## src/rtl/hazard_unit.sv

```systemverilog
// Pipeline hazard control for the five-stage MIPS core: forwarding selects,
// stall/flush generation and a busy tracker for the multi-cycle mult/div unit.
module hazard_unit #(
    parameter int MULT_CYCLES = 4,
    parameter int DIV_CYCLES  = 32,
    parameter int CNT_W       = 6
) (
    input  logic       clk,
    input  logic       reset,
    input  logic [4:0] rsD,
    input  logic [4:0] rtD,
    input  logic [4:0] rsE,
    input  logic [4:0] rtE,
    input  logic [4:0] writeregE,
    input  logic [4:0] writeregM,
    input  logic [4:0] writeregW,
    input  logic       regwriteE,
    input  logic       regwriteM,
    input  logic       regwriteW,
    input  logic       memtoregE,
    input  logic       memtoregM,
    input  logic       branchD,
    input  logic       pcsrcD,
    input  logic       jumpD,
    input  logic       mdstartE,
    input  logic       mdopE,
    input  logic       mdstartD,
    input  logic       hiloreadD,
    output logic       stallF,
    output logic       stallD,
    output logic       flushD,
    output logic       flushE,
    output logic       forwardAD,
    output logic       forwardBD,
    output logic [1:0] forwardAE,
    output logic [1:0] forwardBE,
    output logic       mdbusy,
    output logic       mddone
);

    typedef enum logic {IDLE, BUSY} md_state_t;

    // The counter holds the number of busy cycles still to come after this one.
    localparam logic [CNT_W-1:0] MULT_LOAD = CNT_W'(MULT_CYCLES - 1);
    localparam logic [CNT_W-1:0] DIV_LOAD  = CNT_W'(DIV_CYCLES - 1);

    md_state_t        state_reg, state_next;
    logic [CNT_W-1:0] count_reg, count_next;

    logic [4:0] src_e [2];
    logic [4:0] src_d [2];
    logic [1:0] fwd_e [2];
    logic       fwd_d [2];

    logic lwstall;
    logic branchstall;
    logic mdstall;
    logic stall_any;

    assign src_e[0] = rsE;
    assign src_e[1] = rtE;
    assign src_d[0] = rsD;
    assign src_d[1] = rtD;

    // Operand A and B share the same rules; Memory beats Writeback.
    generate
        for (genvar gi = 0; gi < 2; gi++) begin : g_fwd
            assign fwd_e[gi] = (src_e[gi] != 5'd0 && regwriteM && writeregM == src_e[gi]) ? 2'b10 :
                               (src_e[gi] != 5'd0 && regwriteW && writeregW == src_e[gi]) ? 2'b01 :
                                                                                            2'b00;
            assign fwd_d[gi] = (src_d[gi] != 5'd0) && regwriteM && (writeregM == src_d[gi]);
        end
    endgenerate

    assign forwardAE = fwd_e[0];
    assign forwardBE = fwd_e[1];
    assign forwardAD = fwd_d[0];
    assign forwardBD = fwd_d[1];

    assign lwstall = memtoregE && (rtE != 5'd0) && (rtE == rsD || rtE == rtD);

    assign branchstall = branchD &&
        ((regwriteE && writeregE != 5'd0 && (writeregE == rsD || writeregE == rtD)) ||
         (memtoregM && writeregM != 5'd0 && (writeregM == rsD || writeregM == rtD)));

    // The mddone cycle does not stall: HI/LO are written at its closing edge.
    assign mdstall = (hiloreadD || mdstartD) &&
                     ((state_reg == BUSY && count_reg != '0) || mdstartE);

    assign stall_any = lwstall || branchstall || mdstall;
    assign stallF    = stall_any;
    assign stallD    = stall_any;
    assign flushE    = stall_any;
    assign flushD    = (pcsrcD || jumpD) && !stall_any;

    assign mdbusy = (state_reg == BUSY);
    assign mddone = (state_reg == BUSY) && (count_reg == '0);

    always_ff @(posedge clk or posedge reset) begin
        if (reset) begin
            state_reg <= IDLE;
            count_reg <= '0;
        end else begin
            state_reg <= state_next;
            count_reg <= count_next;
        end
    end

    always_comb begin
        state_next = state_reg;
        count_next = count_reg;
        case (state_reg)
            IDLE: begin
                if (mdstartE) begin
                    state_next = BUSY;
                    count_next = mdopE ? DIV_LOAD : MULT_LOAD;
                end
            end
            BUSY: begin
                if (count_reg != '0) begin
                    count_next = count_reg - CNT_W'(1);
                end else begin
                    state_next = IDLE;
                end
            end
            default: begin
                state_next = IDLE;
                count_next = '0;
            end
        endcase
    end

endmodule

```

## config.mk

```make
export PLATFORM = sky130hd
export DESIGN_NAME = hazard_unit
export DESIGN_NICKNAME = d
export VERILOG_FILES = /design/src/rtl/hazard_unit.sv
export SDC_FILE = /design/constraint.sdc
export NUM_CORES = 1
export LEC_CHECK = 0
export BUFFER_PORTS_ARGS = -buffer_cell sky130_fd_sc_hd__buf_2
export CORE_UTILIZATION = 45
export DETAILED_ROUTE_END_ITERATION = 8
export PLACE_DENSITY = 0.77
export RECOVER_POWER = 50
export SLEW_MARGIN = 20
export SYNTH_ARGS = -nofsm -noshare
export SYNTH_HDL_FRONTEND = slang
export SYNTH_SLANG_ARGS = --single-unit
```

## constraint.sdc

```tcl
create_clock -name clk -period 4.4 [get_ports clk]
set_clock_uncertainty 0.1 [all_clocks]
set_input_delay 0 -clock clk [delete_from_list [all_inputs] [get_ports clk]]
set_output_delay 0 -clock clk [all_outputs]
set_load 0.1 [all_outputs]
```

==> reports/metrics.csv, run 1 <==
metric,value,unit
outcome,"finished, final reports clean",
final.fill_count,203,
cts-root-buf,clkbuf_4,
synthMuxAreaShare,0,%
ys_ff_latch,7,
largest_reg_flops,6,
synth_compound_area_share,11.01,%
ys_types,32,
grt_max_degree,12,
period_minus_slack,2.558,ns
final_cell_mix,"buf_2 (54), xor2_1 (31), xnor2_1 (20)",
arrival,2.46,ns
max_freq,390.9,MHz
syn_to_final_growth,30.51,%
fin_setup_tns,0,ns
portBuffers,60,
n_antenna_cell,0,
overflow,0,
die_h,52.25,µm
p_comb_share,64.7,%
drv_slew,0,
grt_pass1_vias,1211,
cts_max_level,1,
track_usage,24.76,%
dp_hpwl,2540,µm
start_kind,flop,
rsz0062_at_grt,no,
drcViolationCount,0,
worstSetupEndpointType,output port,
place_congestion,0.8344,
wire_per_inst,13.09,µm
clock_path_buffers,2,
slew_headroom,22.81,%
synthArstFlopShare,100.0,%
syn_nets,199,
ant_nets,0,
cts.sinks,7,
crit_fanout,4,
final_area,0.001483,mm²
switchingPower,300.8,µW
hold_path.class,in2async,
post_dp_cell_area,0.001434,mm²
ir_drop,291.0,µV
switching_share,54.91,%
pwr-share-seq,24.0,%
grt_pass1_wl,5106,µm
yosysSeqAreaShare,15.42,%
p_clk_share,11.3,%
drt_iter0_markers,9,
synth_top_family_by_area,XOR/XNOR gates,
finalSetupViolCount,0,
synth_edf_count,0,
die_area,0.002730,mm²
netlist_area,0.001136,mm²
mostFrequentLayoutCell,buf_2,
antenna_found_initial,0,
clock_latency,0.26,ns
power_density,369.5,mW/mm²
yosys.area_share.simple,26.10,%
vias,1253,
layoutNonFillerInstCount,230,
design.core.area,0.002297,mm²
synth_adder_area_share,2.203,%
io_pins,61,
synth_xor_area_share,39.32,%
tightest_slew,1.163,ns
p_total,547.8,µW
ys.warnings.count,0,
ctsResizeCount,0,
die_w,52.25,µm
final_hold_viol_count,0,
maxCapViolCount,0,
drtPass1Iterations,4,
postCtsSetupBuffers,0,
routed_wl,3011,µm
cts_tree,built,
drive_gt1_share,31.19,%
avgSynthCellArea,7.676,µm²
intPower,247.0,µW
initial_core_util,49.46,%
worst-setup-path-type,reg2out,
p_leak,0.0006457,µW
clkTransAtPathRegs,0.06,ns
holdWs,0.1168,ns
synthCells,148,
placementRows,17,
vias_per_cell,5.448,
cts_inserted_buffers,3,
timing.final.crit_share,58.15,%
fin_nets,254,
placedCellCount,223,
worstPathRequired,4.30,ns
synth-main-ff-cell,dfrtp_1,
per-stage QoR:
stage                     worst slack [ns]  utilization [%]
after floorplan                     0.2311                -
after global placement               2.150            62.42
after detailed placement             2.128            62.42
after CTS                            1.843            64.87
after global routing                 1.714            64.54
final                                1.842            64.54
power by group through the flow:
stage          logic [µW]  registers [µW]  clock network (µW)
2_1_floorplan         267             143                   0
3_3_place_gp          345             126                   0
3_5_place_dp          353             131                   0
4_1_cts               356             131                62.6
5_1_grt               385             136                66.8
6_report              355             131                62.0
worst paths after layout:
path	cells past startpoint	slack, ns	from	end
min	3	0.12	reset	count_reg[2]
max reg2reg	7	2.31	count_reg[0]	count_reg[0]
max	7	1.84	count_reg[0]	flushD
min in group clk	4	0.38	regwriteW	forwardAE[0]
min reg2reg	1	0.41	count_reg[0]	count_reg[0]
max in group asynchronous	3	3.86	reset	mdbusy
Yosys cell counts (2+ instances only):
cell | n | area (µm²)
ha_1 | 2 | 25.02
clkbuf_1 | 10 | 37.54
buf_4 | 2 | 15.01
nor3_1 | 6 | 30.03
xnor2_1 | 20 | 175.2
a22oi_1 | 2 | 15.01
nand3_1 | 3 | 15.01
o211ai_1 | 6 | 45.04
a21oi_1 | 2 | 10.01
xor2_1 | 31 | 271.5
nand2_1 | 6 | 22.52
nor2b_1 | 2 | 12.51
nor4_1 | 5 | 31.28
nor2_1 | 13 | 48.80
inv_1 | 3 | 11.26
nand4_1 | 4 | 25.02
o21ai_0 | 5 | 25.02
or4_1 | 6 | 45.04
dfrtp_1 | 7 | 175.2
worst max-delay path, cell delays in order (launching register included):
cell and delay (ns):
dfrtp_1 0.41, inv_1 0.09, ha_1 0.13, or4b_4 0.47, o21a_1 0.20, o22a_1 0.18, nor4_2 0.25, buf_2 0.46
layout make-up:
class	instances	area (µm²)	area share [%]
clock buffer	4	26.28	1.772
inverter	3	11.26	0.7595
multi-input combinational	125	912.1	61.52
sequential	7	175.2	11.81
tap	28	35.03	2.363
timing repair buffer	63	322.8	21.77
layer usage:
metal | track usage [%] | up-vias | share of wire (%)
met5 | 0 | - | 0
met4 | 4.386 | 0 | 1.0
met3 | 4.638 | 4 | 5.8
met2 | 43.38 | 53 | 47
met1 | 31.63 | 572 | 46
li1 | - | 624 | -
cells by family (layout without fill, tap and decap cells):
group                    count (synthesis)  count (layout)
flip-flops                               7               7
AND/OR/NAND/NOR                         53              53
buffers and inverters                   16              70
XOR/XNOR                                51              51
AO/OA/AOI/OAI                           19              19
adder cells (fa/ha/maj)                  2               2
what timing repair did:
action,4_1_cts,5_1_grt
endpoints found under the hold margin,12,0
hold buffers,3,0
endpoints found under the setup margin,0,0
Note: power is estimated with default switching activity, not from simulation.
==> inputs of run 2 (changes only) <==
==> constraint.sdc (replaced) <==
create_clock -name clk -period 2.5 [get_ports clk]
set_clock_uncertainty 0.1 [all_clocks]
set_input_delay 0 -clock clk [delete_from_list [all_inputs] [get_ports clk]]
set_output_delay 0 -clock clk [all_outputs]
set_load 0.1 [all_outputs]
==> run 2 against run 1 <==
  * Combinational power is 120% higher
  * Worst setup slack got worse by 1.8 ns
  * Total power is 100% higher
  * Sequential power rose by 78%
  * Critical endpoint is now flushE
  * Sequential cell count unchanged
  * Routed wire length is 7.8% higher
  * Critical path depth unchanged
  * Die area is the same
==> reports/metrics.csv, run 2 (same netlist as run 1, synthesis figures left out) <==
metric,value,unit,change
outcome,"finished, final reports clean",,
vias,1278,,+2.0%
clock_latency,0.25,ns,about the same
worst-setup-path-type,reg2out,,
cts_inserted_buffers,3,,unchanged
final.fill_count,193,,-4.9%
holdWs,0.1127,ns,-0.004088 ns
slew_headroom,22.18,%,-0.63 points
worstRegToRegCells,6,,-1
ff_latch_area,175.2,µm²,unchanged
drcViolationCount,0,,unchanged
endpoint,flushE,,
rr_endpoint,count_reg[4],,
antenna_found_initial,0,,unchanged
finalSetupViolCount,0,,unchanged
initial_core_util,49.46,%,unchanged
die_area,0.002730,mm²,unchanged
final_hold_viol_count,0,,unchanged
drt_iter0_markers,22,,+13
place_congestion,0.8402,,+0.70%
period_minus_slack,2.456,ns,
final_cell_mix,"buf_2 (52), xor2_1 (31), xnor2_1 (20)",,
placementRows,17,,unchanged
clock_path_buffers,2,,unchanged
maxCapViolCount,0,,unchanged
die_h,52.25,µm,unchanged
rsz0062_at_grt,yes,,
r2r_slack,0.46,ns,-1.85 ns
mostFrequentLayoutCell,buf_2,,
n_antenna_cell,0,,unchanged
drive_gt1_share,36.76,%,+5.6 points
timing.final.crit_share,98.25,%,
fin_nets,256,,+0.79%
drtPass1Iterations,4,,unchanged
ir_drop,741.1,µV,+150%
drv_slew,0,,unchanged
dp_hpwl,2670,µm,+5.1%
cts_tree,built,,
worstSetupEndpointType,output port,,
regToRegStartpoint,count_reg[0],,
p_leak,0.0006941,µW,+7.5%
cts.sinks,7,,unchanged
vias_per_cell,5.509,,+1.1%
cp-startpoint,count_reg[0],,
layoutNonFillerInstCount,232,,+0.87%
clkTransAtPathRegs,0.06,ns,about the same
max_freq,407.1,MHz,
worstPathRequired,2.40,ns,-1.90 ns
hold_path.class,in2async,,
tightest_slew,1.172,ns,+0.009429 ns
crit_fanout,4,,unchanged
multi_input_area,991.0,µm²,+8.6%
placedCellCount,223,,unchanged
cts_max_level,1,,unchanged
grt_max_degree,12,,unchanged
largest_reg_flops,6,,unchanged
io_pins,61,,unchanged
power_density,672.6,mW/mm²,+82%
ant_nets,0,,unchanged
grt_pass1_wl,5499,µm,+7.7%
grt_pass1_vias,1306,,+7.8%
routed_wl,3246,µm,+7.8%
arrival,2.36,ns,-0.10 ns
overflow,0,,unchanged
syn_to_final_growth,44.38,%,
track_usage,26.77,%,+2.0 points
die_w,52.25,µm,unchanged
cts-root-buf,clkbuf_4,,
portBuffers,60,,unchanged
wire_per_inst,13.99,µm,+6.9%
start_kind,flop,,
design.core.area,0.002297,mm²,unchanged
[run 2: stage by stage]
step                      setup TNS [ns]  instance area [µm²]  util, %  power (µW)  setup slack (ns)
after global routing             -0.1131                 1640    71.41        1187          -0.03427
after detailed placement               0                 1511    65.80       890.4           0.07669
after CTS                              0                 1613    70.21        1049           0.01860
final                                  0                 1640    71.41        1103           0.04384
after global placement                 0                 1511    65.80       863.0            0.1206
after floorplan                  -0.5287                 1217        -       739.7           -0.1538
[run 2: cell type report]
type | instances | share of cell area, %
flip-flops and latches | 7 | 10.68
inverters | 3 | 0.6865
clock inverters | 1 | 0.3051
clock buffers | 3 | 1.373
repair buffers | 65 | 24.41
multi-input cells | 125 | 60.41
well taps | 28 | 2.136
[run 2: repair_timing]
item	4_1_cts	5_1_grt
setup endpoints to repair	3	4
resized for setup	12	5
buffers inserted	0	2
hold buffers	3	0
endpoints found under the hold margin	11	0
pin swaps	1	0
[run 2: metal layers]
metal / global-route usage [%] / wire length, µm
met1: 29.58 / 1333
met2: 52.14 / 1677
met3: 6.667 / 205
met4: 3.070 / 30
met5: 0 / 0
[run 2: where the power goes]
group,switching (µW),internal (µW),total [µW]
clock,47.3,58.7,106
combinational,463,301,764
sequential,65.2,168,233
total,576,527,1100
[run 2: worst min path at each step]
stage          startpoint           end  slack (ns)  depth (start not counted)
2_1_floorplan       reset  count_reg[0]       -0.30                          1
3_3_place_gp        reset  count_reg[2]       -0.16                          2
3_5_place_dp        reset  count_reg[2]       -0.16                          2
4_1_cts             reset  count_reg[2]        0.11                          3
5_1_grt             reset  count_reg[0]        0.15                          3
6_report            reset  count_reg[2]        0.11                          3
[run 2: critical path, cell delays in order (launching register included)]
cell,delay [ns]
dfrtp_1,0.41
inv_2,0.09
ha_4,0.13
or4b_4,0.47
o21a_1,0.21
o22a_1,0.21
or3_4,0.40
buf_12,0.19
